### config.mk
export PLATFORM = sky130hd
export DESIGN_NAME = iddr_deser
export DESIGN_NICKNAME = d
export VERILOG_FILES = /design/src/rtl/iddr_deser.sv
export SDC_FILE = /design/constraint.sdc
export NUM_CORES = 1
export LEC_CHECK = 0
export ABC_AREA = 1
export CAP_MARGIN = 40
export CORE_ASPECT_RATIO = 1.4
export CORE_MARGIN = 3
export CORE_UTILIZATION = 50
export CTS_BUF_LIST = sky130_fd_sc_hd__clkbuf_16
export DETAILED_ROUTE_END_ITERATION = 10
export PLACE_DENSITY = 0.7
export SLEW_MARGIN = 0
export SYNTH_ARGS = -nofsm -noshare
export SYNTH_HDL_FRONTEND = slang
export SYNTH_SLANG_ARGS = --single-unit
### constraint.sdc
create_clock -name C -period 3.6 [get_ports C]
set_input_delay 0.72 -clock C [delete_from_list [all_inputs] [get_ports C]]
set_output_delay 0.72 -clock C [all_outputs]
set_load 0.1 [all_outputs]
### src/rtl/iddr_deser.sv
// DDR bit-pair deserialiser with manual bitslip and training-pattern alignment.
// Collects (Q1,Q2) pairs into DATA_WIDTH-bit words; MSB is the earliest bit.
module iddr_deser #(
  parameter int DATA_WIDTH = 8,
  parameter logic [DATA_WIDTH-1:0] TRAIN_PATTERN = 'h5C,
  parameter int LOCK_COUNT = 4,
  parameter int SLIP_WAIT = 2
) (
  input  logic                  C,
  input  logic                  R_N,
  input  logic                  Q1,
  input  logic                  Q2,
  input  logic                  BITSLIP,
  input  logic                  TRAIN_EN,
  output logic [DATA_WIDTH-1:0] DOUT,
  output logic                  DOUT_VALID,
  output logic [3:0]            SLIP_OFS,
  output logic                  LOCKED,
  output logic                  ALIGN_FAIL
);

  localparam int DW = DATA_WIDTH;
  localparam int HW = DW / 2;
  localparam int PHW = (HW > 1) ? $clog2(HW) : 1;
  localparam logic [PHW-1:0] PH_LAST = PHW'(HW - 1);
  localparam logic [4:0] FILL = 5'(DW);
  localparam logic [3:0] OFS_LAST = 4'(DW - 1);
  localparam logic [5:0] SC_MAX = 6'(2 * DW);
  localparam logic [3:0] MC_MAX = 4'(LOCK_COUNT);
  localparam logic [3:0] WC_MAX = 4'(SLIP_WAIT);

  typedef enum logic [2:0] {
    ST_IDLE, ST_HUNT, ST_WAIT, ST_CONF, ST_LOCK, ST_FAIL
  } state_t;

  state_t state_q, state_d;

  logic [2*DW-3:0] sr;
  logic [2*DW-1:0] sr_nxt;
  logic [DW-1:0]   win;
  logic [PHW-1:0]  ph;
  logic [4:0]      fc;
  logic            fill;
  logic            strobe;
  logic            slip;
  logic            miss;
  logic            match;
  logic [5:0]      sc_q, sc_d;
  logic [2:0]      wc_q, wc_d;
  logic [3:0]      mc_q, mc_d;
  logic            af_q, af_d;

  // Window taken from the post-shift register so a word ends on this cycle's pair
  assign sr_nxt = {sr, Q1, Q2};
  assign win    = DW'(sr_nxt >> SLIP_OFS);
  assign fill   = (fc == FILL);
  assign strobe = fill && (ph == PH_LAST);
  assign match  = (DOUT == TRAIN_PATTERN);

  assign LOCKED     = (state_q == ST_LOCK);
  assign ALIGN_FAIL = af_q;

  always_ff @(posedge C or negedge R_N) begin
    if (!R_N) begin
      sr         <= '0;
      ph         <= '0;
      fc         <= '0;
      DOUT       <= '0;
      DOUT_VALID <= 1'b0;
      SLIP_OFS   <= '0;
    end else begin
      sr         <= sr_nxt[2*DW-3:0];
      ph         <= (ph == PH_LAST) ? '0 : ph + 1'b1;
      DOUT_VALID <= strobe;
      if (!fill)
        fc <= fc + 5'd1;
      if (strobe)
        DOUT <= win;
      if (slip)
        SLIP_OFS <= (SLIP_OFS == OFS_LAST) ? '0 : SLIP_OFS + 4'd1;
    end
  end

  always_ff @(posedge C or negedge R_N) begin
    if (!R_N) begin
      state_q <= ST_IDLE;
      sc_q    <= '0;
      wc_q    <= '0;
      mc_q    <= '0;
      af_q    <= 1'b0;
    end else begin
      state_q <= state_d;
      sc_q    <= sc_d;
      wc_q    <= wc_d;
      mc_q    <= mc_d;
      af_q    <= af_d;
    end
  end

  always_comb begin
    state_d = state_q;
    sc_d    = sc_q;
    wc_d    = wc_q;
    mc_d    = mc_q;
    af_d    = af_q;
    slip    = 1'b0;
    miss    = 1'b0;
    unique case (state_q)
      ST_IDLE: begin
        slip = BITSLIP;
        if (TRAIN_EN) begin
          state_d = ST_HUNT;
          sc_d    = '0;
          af_d    = 1'b0;
        end
      end
      ST_HUNT: begin
        if (DOUT_VALID) begin
          if (match) begin
            mc_d    = 4'd1;
            state_d = (LOCK_COUNT == 1) ? ST_LOCK : ST_CONF;
          end else begin
            miss = 1'b1;
          end
        end
      end
      ST_WAIT: begin
        if (DOUT_VALID) begin
          if (({1'b0, wc_q} + 4'd1) >= WC_MAX)
            state_d = ST_HUNT;
          else
            wc_d = wc_q + 3'd1;
        end
      end
      ST_CONF: begin
        if (DOUT_VALID) begin
          if (match) begin
            mc_d = mc_q + 4'd1;
            if ((mc_q + 4'd1) == MC_MAX)
              state_d = ST_LOCK;
          end else begin
            miss = 1'b1;
          end
        end
      end
      ST_LOCK: ;
      ST_FAIL: ;
      default: state_d = ST_IDLE;
    endcase
    // A training miss slips even if TRAIN_EN falls in the same cycle
    if (miss) begin
      slip = 1'b1;
      sc_d = sc_q + 6'd1;
      wc_d = '0;
      if ((sc_q + 6'd1) == SC_MAX) begin
        state_d = ST_FAIL;
        af_d    = 1'b1;
      end else begin
        state_d = (SLIP_WAIT == 0) ? ST_HUNT : ST_WAIT;
      end
    end
    if (!TRAIN_EN)
      state_d = ST_IDLE;
  end

endmodule

==> summary.txt <==
Run status
  • Status: completed

Power and ir drop
  • P per Cell Area: 831 mW/mm^2
  • Clock share of power: 0.166
  • Sw frac: 0.491
  • Combinational fraction of design power: 0.534
  • Internal power: 0.00140 W
  • Psw: 0.00136 W
  • Leak: between 1.5 and 2 nW
  • VDD IR max: between 0.5 and 0.6 mV
  • Flop pwr share: 0.299

Global route
  • All-Layer GR Usage: 0.197
  • Vias in the first global route: roughly 2300
  • Initial antenna violation count: 0
  • First-pass GRT wire length: slightly above 10000 um
  • Global route overflow: 0
  • Pin count of the biggest net entering global routing: 31

Place
  • Final HPWL DP: 4450 um
  • Port Buf Inserts: 20
  • Setup WS pre-CTS: 1570 ps
  • Placed Area: 0.00318 mm^2
  • GPL Wtd Cong: 0.852

Cells and area
  • Layout cells sized above 1: 0.119
  • Multi-input logic area: 0.00133 mm^2
  • FILL cells: 486
  • ANT cells: 0
  • Area growth, synth to finish: 18.4%
  • Final instance area: around 0.0033 mm^2
  • Sequential Area: 0.00128 mm^2
  • Nets: 399

Clock tree
  • Post_cts resized: 0
  • Post-CTS Hold Fix Bufs: 0
  • Num CTS Buffers: 5
  • Num Clock Sinks: 51
  • Maximum buffer depth of the clock tree: 2
  • H-tree lvl count: 2
  • Worst-path clk slew: 60 ps
  • Clock Latency Late Sink: 290 ps
  • Root buf cell: clkbuf_16
  • Postcts setup bufs: 0
  • CTS tree: yes

Setup path
  • Critical path launch point type: register
  • WP data required: 2880 ps
  • Worst setup EP type: primary output
  • WP data arrival: 1500 ps
  • Worst Path Max Fanout: 7
  • Path type of the worst setup path: register to primary output
  • R2r setup slk: about 1600 ps

STA
  • Worst slew pin tran: 648 ps
  • Final hold violations: 0
  • Final WS setup: 1380 ps
  • Setup tns final: 0 ps
  • Period utilization: 0.616
  • RSZ-0062 raised after global routing: no
  • Fin Hold WS: about 400 ps
  • Min Tclk post-route: between 2000 and 2500 ps
  • FMAX: ~0.45 GHz
  • Worst slew margin: 0.568
  • Final Skew: between 2 and 3 ps
  • Slew Limit Fails: 0
  • # setup viols final: 0

Floorplan
  • Die H: about 95 um
  • # rows: 31
  • Die area: 0.00656 mm^2
  • Boundary Pins: 21
  • Starting Density: 0.528
  • Core Area: 0.00531 mm^2
  • Die extent in x: between 60 and 70 um

Yosys
  • Area leader, netlist: dfrtp_1
  • Post-synthesis average cell area: about 7.9 um^2
  • Yosys cell types: 36
  • Async SR Flop Fraction: 1.00
  • Number of flops mapped to enable cells by yosys: 0
  • Ranking of synthesized cells by area: dfrtp_1, nand2_1, nand3_1, inv_1, ha_1
  • Synthesized cell area: 0.00281 mm^2
  • Register area share after synthesis: 0.455
  • FF+latch count, synth: just over 50
  • Share of the synthesized area in the top cell type: 0.455
  • Post-Syn Nets: roughly 370
  • Top_reg_cell synth: dfrtp_1
  • Post-Syn Instances: ~350
  • Ys Warns: 0

Worst hold path
  • Min-Delay Path Class: register to register

Run
  • Max-cap violations: 0

Detailed routing
  • TritonRoute pass-1 iters: 4
  • Via count: between 2000 and 2500
  • Drt drc: 0
  • Post-Route WL: 5850 um
  • Wire length per cell: 12.9 um
  • DR vias/cell: 5.28
  • Initial DRC Count: 124
  • Post-route ant nets: 0
cells by family after synthesis:
logic type,share of synthesized area
AND/OR/NAND/NOR,0.331
flip-flops,0.455
buffers and inverters,0.0735
AO/OA/AOI/OAI,0.0807
XOR/XNOR,0.0250
adder cells (fa/ha/maj),0.0357
per-layer routing:
layer,GRT usage,vias up,wire length (um)
li1,-,1205,-
met1,0.211,1110,2230
met2,0.376,52,3140
met3,0.0234,18,234
met4,0.103,0,242
met5,0,-,0
cell type report:
| type | instances | share of cell area |
|---|---|---|
| inverters | 35 | 0.0410 |
| multi-input cells | 260 | 0.399 |
| repair buffers | 32 | 0.108 |
| clock buffers | 5 | 0.0377 |
| clock inverters | 3 | 0.00602 |
| flip-flops and latches | 51 | 0.384 |
| well taps | 66 | 0.0248 |
worst max-delay path, stage by stage (launching register included):
cell and delay [ps]:
dfrtp_1 450, clkdlybuf4s50_1 550, buf_8 200
cells in the mapped netlist, types with 2 or more instances:
master / instances
nor2_2: 5
or2_1: 2
xor2_1: 6
buf_2: 2
o21ai_0: 14
o21ai_1: 10
nand2_1: 113
xnor2_1: 2
o21a_1: 2
ha_1: 8
and2_1: 4
or2_2: 2
inv_1: 30
nand3_1: 38
inv_2: 4
a21oi_1: 7
o22ai_1: 2
buf_4: 2
dfrtp_1: 51
nor2_1: 25
nand4_1: 5
nand3_2: 3
buf_6: 4
path summary, 6_finish.rpt:
| check | from | to | cells past startpoint |
|---|---|---|---|
| min | sr[10] | sr[12] | 0 |
| max in group asynchronous | R_N | state_q[0] | 2 |
| max | SLIP_OFS[3] | SLIP_OFS[3] | 2 |
| min in group asynchronous | R_N | sc_q[0] | 1 |
| min reg2reg | sr[10] | sr[12] | 0 |
| max reg2reg | DOUT[0] | state_q[1] | 10 |
stage by stage:
stage,power (W),std cells,util
global route,0.00295,452,0.625
detailed placement,0.00231,444,0.598
global placement,0.00215,433,0.567
CTS,0.00278,452,0.625
finish,0.00276,452,0.625
floorplan,0.00190,354,-
cells in the final DEF, fill, tap and decap left out, types with 5 or more instances in the layout:
cell             instances
buf_4                    5
buf_8                   11
dfrtp_1                 51
clkdlybuf4s50_1         15
o21ai_1                 10
nor2_1                  25
a21oi_1                  7
o21ai_0                 14
nor2_2                   5
nand3_1                 38
xor2_1                   6
inv_1                   30
nand4_1                  5
ha_1                     8
nand2_1                113
clkbuf_16                5
flip-flops by register name (all words and copies together), names as in the netlist:
register	cells
DOUT_VALID	1
ph	2
sc_q	6
ALIGN_FAIL	1
fc	5
DOUT	8
sr	14
wc_q	3
SLIP_OFS	4
mc_q	4
state_q	3
power groups by stage:
stage	combinational [W]	sequential, W	clock, W
final	0.00148	0.000826	0.000459
after global routing	0.00161	0.000852	0.000493
after CTS	0.00148	0.000828	0.000471
after detailed placement	0.00147	0.000839	0
after global placement	0.00131	0.000835	0
after floorplan	0.000658	0.00124	0
(Power assumes the default switching activity.)
